--- src/rtl/keypad_press_gen.sv ---
// Keypad press generator: turns a {key, hold, bounce} request into the 4-bit
// keypad line code, with optional contact bounce and a trailing idle gap.
module keypad_press_gen #(
   parameter int BOUNCE_LEN = 6,
   parameter int GAP_CYCLES = 12
) (
   input  logic        clk,
   input  logic        rst_n,
   input  logic        req_valid,
   output logic        req_ready,
   input  logic [3:0]  req_key,
   input  logic [15:0] req_hold,
   input  logic        req_bounce,
   output logic [3:0]  key_out,
   output logic        busy,
   output logic        done,
   output logic        err
);

   localparam int PMAX = (BOUNCE_LEN > GAP_CYCLES) ? BOUNCE_LEN : GAP_CYCLES;
   localparam int PW   = $clog2(PMAX);
   localparam logic [PW-1:0] B_LAST = PW'(BOUNCE_LEN - 1);
   localparam logic [PW-1:0] G_LAST = PW'(GAP_CYCLES - 1);

   typedef enum logic [2:0] {
      IDLE,
      BOUNCE_IN,
      HOLD,
      BOUNCE_OUT,
      GAP
   } state_t;

   state_t      state, state_nx;
   logic [PW-1:0] phase, phase_nx;
   logic [15:0] hold_cnt, hold_nx;
   logic [3:0]  code, code_nx;
   logic        bounce, bounce_nx;
   logic [3:0]  key_nx;
   logic        done_nx, err_nx;

   // Key D maps to 1111, which doubles as the idle code and is never emitted.
   function automatic logic [3:0] encode(input logic [3:0] k);
      logic [3:0] c;
      case (k)
         4'h1:    c = 4'b0000;
         4'h2:    c = 4'b0001;
         4'h3:    c = 4'b0010;
         4'hA:    c = 4'b0011;
         4'h4:    c = 4'b0100;
         4'h5:    c = 4'b0101;
         4'h6:    c = 4'b0110;
         4'hB:    c = 4'b0111;
         4'h7:    c = 4'b1000;
         4'h8:    c = 4'b1001;
         4'h9:    c = 4'b1010;
         4'hC:    c = 4'b1011;
         4'hF:    c = 4'b1100;
         4'h0:    c = 4'b1101;
         4'hE:    c = 4'b1110;
         default: c = 4'b1111;
      endcase
      return c;
   endfunction

   assign req_ready = (state == IDLE);
   assign busy      = ~req_ready;

   always_ff @(posedge clk or negedge rst_n) begin
      if (!rst_n) begin
         state    <= IDLE;
         phase    <= '0;
         hold_cnt <= '0;
         code     <= '1;
         bounce   <= 1'b0;
         key_out  <= 4'hF;
         done     <= 1'b0;
         err      <= 1'b0;
      end else begin
         state    <= state_nx;
         phase    <= phase_nx;
         hold_cnt <= hold_nx;
         code     <= code_nx;
         bounce   <= bounce_nx;
         key_out  <= key_nx;
         done     <= done_nx;
         err      <= err_nx;
      end
   end

   // hold_cnt is loaded with the press length and counts down to 1 in HOLD.
   always_comb begin
      state_nx  = state;
      phase_nx  = phase;
      hold_nx   = hold_cnt;
      code_nx   = code;
      bounce_nx = bounce;
      case (state)
         IDLE: begin
            if (req_valid && (req_key != 4'hD)) begin
               code_nx   = encode(req_key);
               hold_nx   = (req_hold == 16'd0) ? 16'd1 : req_hold;
               bounce_nx = req_bounce;
               phase_nx  = '0;
               state_nx  = req_bounce ? BOUNCE_IN : HOLD;
            end
         end
         BOUNCE_IN: begin
            if (phase == B_LAST) begin
               phase_nx = '0;
               state_nx = HOLD;
            end else begin
               phase_nx = phase + 1'b1;
            end
         end
         HOLD: begin
            if (hold_cnt <= 16'd1) begin
               hold_nx  = '0;
               phase_nx = '0;
               state_nx = bounce ? BOUNCE_OUT : GAP;
            end else begin
               hold_nx = hold_cnt - 16'd1;
            end
         end
         BOUNCE_OUT: begin
            if (phase == B_LAST) begin
               phase_nx = '0;
               state_nx = GAP;
            end else begin
               phase_nx = phase + 1'b1;
            end
         end
         GAP: begin
            if (phase == G_LAST) begin
               phase_nx = '0;
               state_nx = IDLE;
            end else begin
               phase_nx = phase + 1'b1;
            end
         end
         default: begin
            phase_nx = '0;
            state_nx = IDLE;
         end
      endcase
   end

   // Outputs are registered, so they are derived from the upcoming state.
   always_comb begin
      key_nx = 4'hF;
      case (state_nx)
         BOUNCE_IN:  key_nx = phase_nx[0] ? 4'hF : code_nx;
         HOLD:       key_nx = code_nx;
         BOUNCE_OUT: key_nx = phase_nx[0] ? code_nx : 4'hF;
         default:    key_nx = 4'hF;
      endcase
      done_nx = (state == GAP) && (state_nx == IDLE);
      err_nx  = (state == IDLE) && req_valid && (req_key == 4'hD);
   end

endmodule

--- config.mk ---
export PLATFORM = sky130hd
export DESIGN_NAME = keypad_press_gen
export DESIGN_NICKNAME = d
export VERILOG_FILES = /design/src/rtl/keypad_press_gen.sv
export SDC_FILE = /design/constraint.sdc
export NUM_CORES = 1
export LEC_CHECK = 0
export ABC_CLOCK_PERIOD_IN_PS = 1970
export BUFFER_PORTS_ARGS = -buffer_cell sky130_fd_sc_hd__buf_2
export CORE_ASPECT_RATIO = 1.2
export CORE_MARGIN = 2
export CORE_UTILIZATION = 50
export DETAILED_ROUTE_END_ITERATION = 16
export PLACE_DENSITY_LB_ADDON = 0.08
export SYNTH_ARGS = -nofsm -noshare
export SYNTH_HDL_FRONTEND = slang
export SYNTH_SLANG_ARGS = --single-unit
--- constraint.sdc ---
create_clock -name clk -period 1.97 [get_ports clk]
set_input_delay 0.197 -clock clk [delete_from_list [all_inputs] [get_ports clk]]
set_output_delay 0.197 -clock clk [all_outputs]
set_load 0.01 [all_outputs]
-- Yosys cells after proc, flatten, opt, wreduce, memory -nomap -nowiden
Memories as Yosys holds them, arrays and structs flattened.
Cells that the tools add are included.
- mux-type cells: 22
- magnitude comparators: 1
- reductions and logical operators: 12
- equality and inequality tests: 13
- bitwise logic cells: 1
- add/subtract/negate cells: 2
- operators with widths (kind ; number):
    $mux W16 ; 3
    $mux W4 ; 8
    $pmux W16 S2 ; 1
    $mux W3 ; 6
    $le A16 B1 Y1 const B ; 1
    $logic_not A16 Y1 ; 1
    $pmux W4 S4 ; 1
    $sub A16 B1 Y16 const B ; 1
    $pmux W3 S5 ; 1
    $eq A3 B2 Y1 const B ; 4
    $pmux W4 S3 ; 1
    $eq A4 B4 Y1 const B ; 2
    $eq A3 B1 Y1 const B ; 2
    $logic_not A3 Y1 ; 2
    $reduce_and A2 Y1 ; 3
    $add A4 B1 Y4 const B ; 1
    $eq A4 B3 Y1 const B ; 1
    $logic_and A1 B1 Y1 ; 4
    $ne A4 B4 Y1 const B ; 1
    $eq A3 B3 Y1 const B ; 1
    $mux W2 ; 1
    $ne A2 B1 Y1 const B ; 1
    $ne A2 B2 Y1 const B ; 1
    $reduce_bool A2 Y1 ; 1
    2 further kinds ; 2
- register bits after elaboration: 34
- memory bits (read-only): 64
- output and inout bits: 8
- logic and storage cells: 61
- memories kept: 1
- memory list (name ; words ; bits a word ; read ports ; clocked after Yosys merged registers in ; write ports ; RTL line ; text):
    (no name shown) ; 16 ; 4 ; 1 ; 0 ; 0 ; 44 ; case (k)

-- Longest topological paths before layout
Gate-level depths: netlist of the first run.
- word-level depth: 6
- depth in mapped cells: 7
- depth with buffers taken out: 7

-- Worst setup path after synthesis of the first run
OpenSTA, ideal clock, no wires.
- kind: reg2reg
- start: register hold_cnt[6]
- end: register hold_cnt[5]
- stages on the path, launching flop included: 6
- period minus slack after synthesis: 1.779 ns
- arrival: 1.653 ns
- slack: 0.191 ns
- cells stage by stage: dfrtp_1 or4_4 nor2_4 a21o_4 nor2_1 a221o_1
- word-level cells in the longest chain between the ends: 3
- RTL lines (element ; RTL line ; text):
    from (decl) ; 35 ; logic [15:0] hold_cnt, hold_nx;
    from (signal assigned) ; 81 ; hold_cnt <= hold_nx;
    $le A16 B1 Y1 ; 116 ; if (hold_cnt <= 16'd1) begin
    $mux W16 ; 116 ;
    $pmux W16 S2 ; 97 ; case (state)
No other way between the ends.
A chain may end at the register's enable or synchronous reset.

-- Worst setup path in the final report of the first run
- start: register hold_cnt[6]
- end: register phase[3]
- word-level cells in the longest chain between the ends: 3
- RTL lines (element ; RTL line ; text):
    $le A16 B1 Y1 ; 116 ;
    $ne A2 B2 Y1 (no source line) ; -- ;
    $reduce_and A2 Y1 (no source line) ; -- ;
    to (signal assigned) ; 80 ; phase <= phase_nx;
    to (decl) ; 34 ; logic [PW-1:0] phase, phase_nx;
No other way between the ends.

==> results of run 1 <==
[logic make-up after synthesis]
kind of cell	count (synthesis)
multiplexers	1
XOR/XNOR	5
AND/OR/NAND/NOR	81
buffers and inverters	20
flip-flops	34
adder cells (fa/ha/maj)	4
AO/OA/AOI/OAI	75
[critical path, delay by kind of cell, from the launching register on]
kind | cells | cell delay [ns]
AO/OA/AOI/OAI | 3 | 0.45
buffers and inverters | 1 | 0.18
flip-flops | 1 | 0.39
AND/OR/NAND/NOR | 2 | 0.76
[flip-flops by register name, summed over array words and instances (netlist names)]
signal    cells
err           1
hold_cnt     16
key_out       4
code          4
phase         4
bounce        1
state         3
done          1
[synthesized netlist by cell type (all sizes together) (2+ instances only)]
library cell / n
dfstp: 8
a22oi: 6
and2b: 2
nor4b: 2
xor2: 3
a31oi: 2
o22ai: 5
o31ai: 3
buf: 7
dfrtp: 26
nor2: 20
nand2: 18
a211oi: 2
a21oi: 14
nor2b: 3
nand3b: 2
or2: 2
a32oi: 4
nand3: 5
a32o: 2
o21ai: 19
nor3: 4
nor3b: 3
a21o: 2
ha: 4
xnor2: 2
or4: 2
inv: 13
and3: 2
a221o: 3
o21bai: 3
o31a: 2
and2: 3
nor4: 8
[worst paths after layout]
| path | from | endpoint | slack [ns] | cells past startpoint |
|---|---|---|---|---|
| setup / recovery | hold_cnt[6]$_DFFE_PN0P_ | phase[3]$_DFFE_PN0P_ | 0.06 | 6 |
| hold / removal | rst_n | state[0]$_DFF_PN0_ | -0.02 | 1 |
| setup reg to reg | hold_cnt[6]$_DFFE_PN0P_ | phase[3]$_DFFE_PN0P_ | 0.06 | 6 |
| hold reg to reg | code[2]$_DFF_PN1_ | code[2]$_DFF_PN1_ | 0.52 | 2 |
| max in group asynchronous | rst_n | hold_cnt[0]$_DFFE_PN0P_ | 1.44 | 1 |
| min in group clk | req_hold[13] | hold_cnt[13]$_DFFE_PN0P_ | 0.16 | 3 |
[repair_timing]
| item | CTS | global route |
|---|---|---|
| gates resized for setup | 0 | 6 |
| setup buffers | 0 | 4 |
| setup endpoints to repair | 0 | 12 |
[area by class of cell]
type                            count  area [um2]  area share (%)
Sequential cell                    34         862            33.5
Tap cell                           54        67.6            2.62
Clock buffer                        8         110            4.28
Multi-Input combinational cell    166        1160            45.0
Inverter                           13        48.8            1.90
Timing Repair Buffer               54         328            12.7
[power by group through the flow]
| stage | clock network (mW) | logic, mW | registers (mW) |
|---|---|---|---|
| 2_1_floorplan | 0 | 1.46 | 1.30 |
| 3_3_place_gp | 0 | 2.05 | 1.32 |
| 3_5_place_dp | 0 | 2.08 | 1.33 |
| 4_1_cts | 0.626 | 2.08 | 1.32 |
| 5_1_grt | 0.654 | 2.42 | 1.37 |
| 6_report | 0.611 | 2.20 | 1.33 |
[metal layers]
| metal | vias to the layer above | routed length (um) | part of all wire [%] | GRT usage (%) |
|---|---|---|---|---|
| li1 | 935 | - | - | - |
| met1 | 885 | 2210 | 44 | 26.6 |
| met2 | 56 | 2560 | 50 | 42.3 |
| met3 | 9 | 218 | 4.3 | 2.99 |
| met4 | 0 | 77 | 1.5 | 10.6 |
| met5 | - | 0 | 0 | 0 |
==> impl_metrics.toml, run 1 <==
[logic_synthesis]
synth_simple_gate_area_share_pct = 23.5
synth_enable_flop_cells = 0
main_combinational_cell_family_by_area_after_synthesis = "compound AO/OA/AOI/OAI gates"
synthesis.area_um2 = 2100
asyncSetResetFlopFracSynth_pct = 100
yosys.cell_types.count = 60
synth_area_per_cell_um2 = 9.57
yosysWarnings = 0
synth_compound_gate_area_share_pct = 25.6
synthXorXnorAreaFrac_pct = 2.08
synthDominantCellAreaShare_pct = 30.9
synth_top_flop_cell = "sky130_fd_sc_hd__dfrtp_1"
area_leader_netlist = "sky130_fd_sc_hd__dfrtp_1"
synth-adder-area-share_pct = 2.38
yosys_register_bits = 34
syn-instance-count = 220
ys_seq_area_share_pct = 40.9
synth.net_count = 248
multiplexer_fraction_of_the_synthesized_cell_area_pct = 0.476
post_synth_main_area_contributors = "sky130_fd_sc_hd__dfrtp_1 31%, sky130_fd_sc_hd__dfstp_2 10%, sky130_fd_sc_hd__a21oi_1 3.3%"

[timing]
final_hold_viol_count = 21
hold-worst-slack_ns = -0.0163
period_needed_ns = 1.91
rsz_0062_raised_after_global_routing = "yes"
fin_skew_ns = 0.00827
max_clock_freq_mhz = 524
final_min_period_over_clock_period_pct = 96.8
timing.final.max_slew_violations = 0
worst_slack_ns = 0.0625
worst_slew_pin_tran_ns = 0.789
finalSetupViolCount = 0
worst_slew_margin_relative_to_its_limit_pct = 47.4
timing.setup.tns_ns = 0

[finish]
layoutNonFillerInstCount = 329
drive_above_1_share_pct = 34.5
mostFrequentLayoutCell = "sky130_fd_sc_hd__buf_2"
most-common-layout-cells = "31 x sky130_fd_sc_hd__buf_2, 25 x sky130_fd_sc_hd__dfrtp_1, 23 x sky130_fd_sc_hd__buf_4, 18 x sky130_fd_sc_hd__nand2_1, 17 x sky130_fd_sc_hd__nor2_1"
diodes = 0
final_area_um2 = 2570
final_design_utilization_pct = 64.3
area_growth_pct = 22.4
n_fill_cell = 362
layout.nets = 302

[clock_network]
tritoncts_clock_tree = "built"
cts_inserted_buffers = 5
clock_sinks = 34
clock_path_buffers = 2
clk_pin_slew_ns = 0.07
insertion_delay_ns = 0.29
cts_hold_repair.buffers = 0
cts.htree.levels = 2
root_buffer = "sky130_fd_sc_hd__clkbuf_8"

[power_and_ir_drop]
power.switching_fraction_pct = 41.5
pwr-share-seq_pct = 32.1
power_frac_clock_pct = 14.8
vdd.ir_drop.worst_mv = 0.818
leakage_nw = 1.12
power_report.internal_total_mw = 2.42
switching_power_mw = 1.72
power.density_nw_per_um2 = 1610
power.total_mw = 4.14
combPwrFrac_pct = 53.2

[placed_design]
placed_cells_incl_taps = 317
postPlaceCellArea_um2 = 2410
dp.final_hpwl_um = 3830
gpl_wtd_cong = 0.860
io_buffers = 31
dp_worst_setup_slack_ns = 0.0397

[min_path]
worstHoldPathType = "primary input to async pin"

[floorplan]
placeableCoreArea_um2 = 4000
dieArea_um2 = 4750
io_pins = 32
die_h_um = 75.1
initial_cell_density_of_the_core_pct = 52.6
rows = 25
die_width_um = 63.2

[detailed_routing]
route.detailed.vias_per_inst = 5.73
drt_first_iter_violations = 44
route.detailed.wl_per_inst_um = 15.4
first_pass_iters = 4
drt.antenna.violating_nets = 0
wl_um = 5070
detailroute.via_count = 1885
remaining_drc_errors = 0

[global_route]
grt-ovfl-total = 0
largest_net_degree_at_the_start_of_global_routing = 35
grt_util_all_layers_pct = 22.8
initial_antenna_violation_count = 0
grt_pass1_vias = 1828
wire_length_of_the_first_global_routing_pass_um = 8310

[critical_path]
max_stage_delay_ns = 0.60
crit_fanout = 8
nature_of_the_critical_path_startpoint = "flop"
worstSetupPathType = "flop to flop"
worst_path_max_delay_cell = "sky130_fd_sc_hd__or4_4"
timing.critical_path.required_ns = 2.13
cp_cell_sequence = "or4_4, nor2_4, a21oi_1, buf_4, o31ai_1, o31ai_1"
timing.critical_path.to_type = "flop"
cp.arrival_ns = 2.07
path_common_cell = "sky130_fd_sc_hd__o31ai_1"

[outcome]
violations_in_the_final_reports = "hold timing"
run_status = "finished with violations"

[run]
max_cap_viol_count = 0
No activity file was read; power rests on OpenSTA's default activity.
==> run 2: changes to the inputs <==
--- a/config.mk
+++ b/config.mk
@@ -5,12 +5,13 @@
 export SDC_FILE = /design/constraint.sdc
 export NUM_CORES = 1
 export LEC_CHECK = 0
-export ABC_CLOCK_PERIOD_IN_PS = 1970
+export ABC_CLOCK_PERIOD_IN_PS = 1600
 export BUFFER_PORTS_ARGS = -buffer_cell sky130_fd_sc_hd__buf_2
 export CORE_ASPECT_RATIO = 1.2
 export CORE_MARGIN = 2
 export CORE_UTILIZATION = 50
 export DETAILED_ROUTE_END_ITERATION = 16
+export HOLD_SLACK_MARGIN = 0.08
 export PLACE_DENSITY_LB_ADDON = 0.08
 export SYNTH_ARGS = -nofsm -noshare
 export SYNTH_HDL_FRONTEND = slang
==> constraint.sdc (replaced) <==
create_clock -name clk -period 1.6 [get_ports clk]
set_input_delay 0.16 -clock clk [delete_from_list [all_inputs] [get_ports clk]]
set_output_delay 0.16 -clock clk [all_outputs]
set_load 0.01 [all_outputs]
==> impl_metrics.toml, run 2 (same netlist as run 1, synthesis figures left out) <==
[outcome]
run_status = "finished with violations"
violations_in_the_final_reports = "setup timing"

[clock_network]
tritoncts_clock_tree = "built"
cts.htree.levels = 2
clock_sinks = 34
cts_inserted_buffers = 5
clock_path_buffers = 2
insertion_delay_ns = 0.29
clk_pin_slew_ns = 0.07
root_buffer = "sky130_fd_sc_hd__clkbuf_8"

[timing]
worst_slew_pin_tran_ns = 0.504
finalSetupViolCount = 28
final_min_period_over_clock_period_pct = 118
rsz_0062_raised_after_global_routing = "yes"
hold-worst-slack_ns = 0.107
timing.setup.tns_ns = -5.38
fin_skew_ns = 0.00867
timing.final.max_slew_violations = 0
worst_slack_ns = -0.291
period_needed_ns = 1.89
worst_slew_margin_relative_to_its_limit_pct = 66.3
final_hold_viol_count = 0
max_clock_freq_mhz = 529

[global_route]
wire_length_of_the_first_global_routing_pass_um = 10000
initial_antenna_violation_count = 0
grt_pass1_vias = 2139
grt_util_all_layers_pct = 27.2
largest_net_degree_at_the_start_of_global_routing = 35
grt-ovfl-total = 0

[critical_path]
timing.critical_path.required_ns = 1.78
crit_path_start = "hold_cnt[7]$_DFFE_PN0P_"
cp.arrival_ns = 2.07
worst_path_dominant_cell_family = "simple AND/OR/NAND/NOR gates"
timing.critical_path.to_type = "flop"
nature_of_the_critical_path_startpoint = "flop"
worst_path_max_delay_cell = "sky130_fd_sc_hd__or4_4"
crit_fanout = 9
reg2reg_from = "hold_cnt[7]$_DFFE_PN0P_"
cp_cell_sequence = "or4_4, nor2_4, a21o_4, buf_4, nor4_1, a221o_1"
max_stage_delay_ns = 0.60
worstSetupPathType = "flop to flop"
critical_path.n_buffers_inverters = 1

[power_and_ir_drop]
pwr-share-seq_pct = 25.3
vdd.ir_drop.worst_mv = 1.13
leakage_nw = 1.40
power_frac_clock_pct = 10.5
switching_power_mw = 2.56
combPwrFrac_pct = 64.3
power.density_nw_per_um2 = 1990
power.switching_fraction_pct = 40.8
power_report.internal_total_mw = 3.72

[detailed_routing]
drt.antenna.violating_nets = 0
remaining_drc_errors = 0
route.detailed.vias_per_inst = 5.73
drt_first_iter_violations = 139
first_pass_iters = 5
detailroute.via_count = 2190
route.detailed.wl_per_inst_um = 16.4
wl_um = 6250

[floorplan]
placeableCoreArea_um2 = 4000
die_width_um = 63.2
rows = 25
dieArea_um2 = 4750
die_h_um = 75.1
io_pins = 32
initial_cell_density_of_the_core_pct = 52.6

[finish]
mostFrequentLayoutCell = "sky130_fd_sc_hd__buf_4"
registers.top_by_ff_count = "hold_cnt"
final_area_um2 = 3150
area_growth_pct = 49.6
drive_above_1_share_pct = 52.4
most-common-layout-cells = "67 x sky130_fd_sc_hd__buf_4, 31 x sky130_fd_sc_hd__buf_2, 23 x sky130_fd_sc_hd__dfrtp_1, 17 x sky130_fd_sc_hd__nand2_1, 15 x sky130_fd_sc_hd__o21ai_1"
final_design_utilization_pct = 78.7
largest_register_ffs = 16
layout.nets = 355
diodes = 0

[placed_design]
io_buffers = 31
dp_worst_setup_slack_ns = -0.251
postPlaceCellArea_um2 = 2800
dp.final_hpwl_um = 4260
gpl_wtd_cong = 0.949

[run]
max_cap_viol_count = 0

[min_path]
worstHoldPathType = "primary input to flop"
hold_path_startpoint = "req_hold[7]"
[run 2: cell count changes in the layout (fill, tap and decap cells not counted), moves of 3 or more]
cell / before / now
sky130_fd_sc_hd__buf_4: 23 / 67
sky130_fd_sc_hd__a21oi_1: 14 / 6
sky130_fd_sc_hd__a21oi_2: 0 / 7
sky130_fd_sc_hd__buf_6: 0 / 5
sky130_fd_sc_hd__nor2_1: 17 / 14
[run 2: layout make-up]
| class | count | area (um2) |
|---|---|---|
| clock buffers | 7 | 86.3 |
| clock inverters | 1 | 5.00 |
| fillers | 297 | 855 |
| inverters | 13 | 48.8 |
| multi-input cells | 167 | 1310 |
| flip-flops and latches | 34 | 865 |
| well taps | 54 | 67.6 |
| repair buffers | 106 | 764 |
[run 2: repair_timing]
action                                  in CTS  in global routing
hold endpoints to repair                    26                  0
gates cloned                                 0                  1
pin swaps                                    6                 11
gates resized for setup                     17                 28
endpoints found under the setup margin      28                 31
buffers inserted                             5                  4
hold buffers                                 1                  0
[run 2: worst min-delay path: cells and delay by family]
kind | cells | cell delay, ns
compound gates | 2 | 0.11
buf+inv | 1 | 0.09
[run 2: per-stage QoR]
| stage | std cells | power, mW |
|---|---|---|
| after floorplan | 220 | 3.45 |
| after global placement | 366 | 4.88 |
| after detailed placement | 366 | 4.93 |
| after CTS | 380 | 5.91 |
| after global routing | 382 | 6.72 |
| final | 382 | 6.28 |
[run 2: final timing paths]
kind / to / slack [ns] / cells after the start
min in group asynchronous: state[1]$_DFF_PN0_ / 0.44 / 3
min reg2reg: state[2]$_DFF_PN0_ / 0.56 / 1
min: hold_cnt[7]$_DFFE_PN0P_ / 0.11 / 3
max: hold_cnt[11]$_DFFE_PN0P_ / -0.29 / 6
max in group asynchronous: state[2]$_DFF_PN0_ / 0.82 / 3
max reg2reg: hold_cnt[11]$_DFFE_PN0P_ / -0.29 / 6
[run 2: power by group through the flow]
stage                     Clock, mW  Combinational (mW)  Sequential, mW
after CTS                     0.671                3.69            1.55
final                         0.658                4.03            1.59
after global placement            0                3.33            1.55
after detailed placement          0                3.37            1.56
after floorplan                   0                1.84            1.61
after global routing          0.708                4.39            1.63
[run 2: layer usage]
metal / track usage [%] / wire (um)
met1: 33.1 / 2580
met2: 48.1 / 3180
met3: 3.89 / 294
met4: 13.5 / 197
met5: 0 / 0
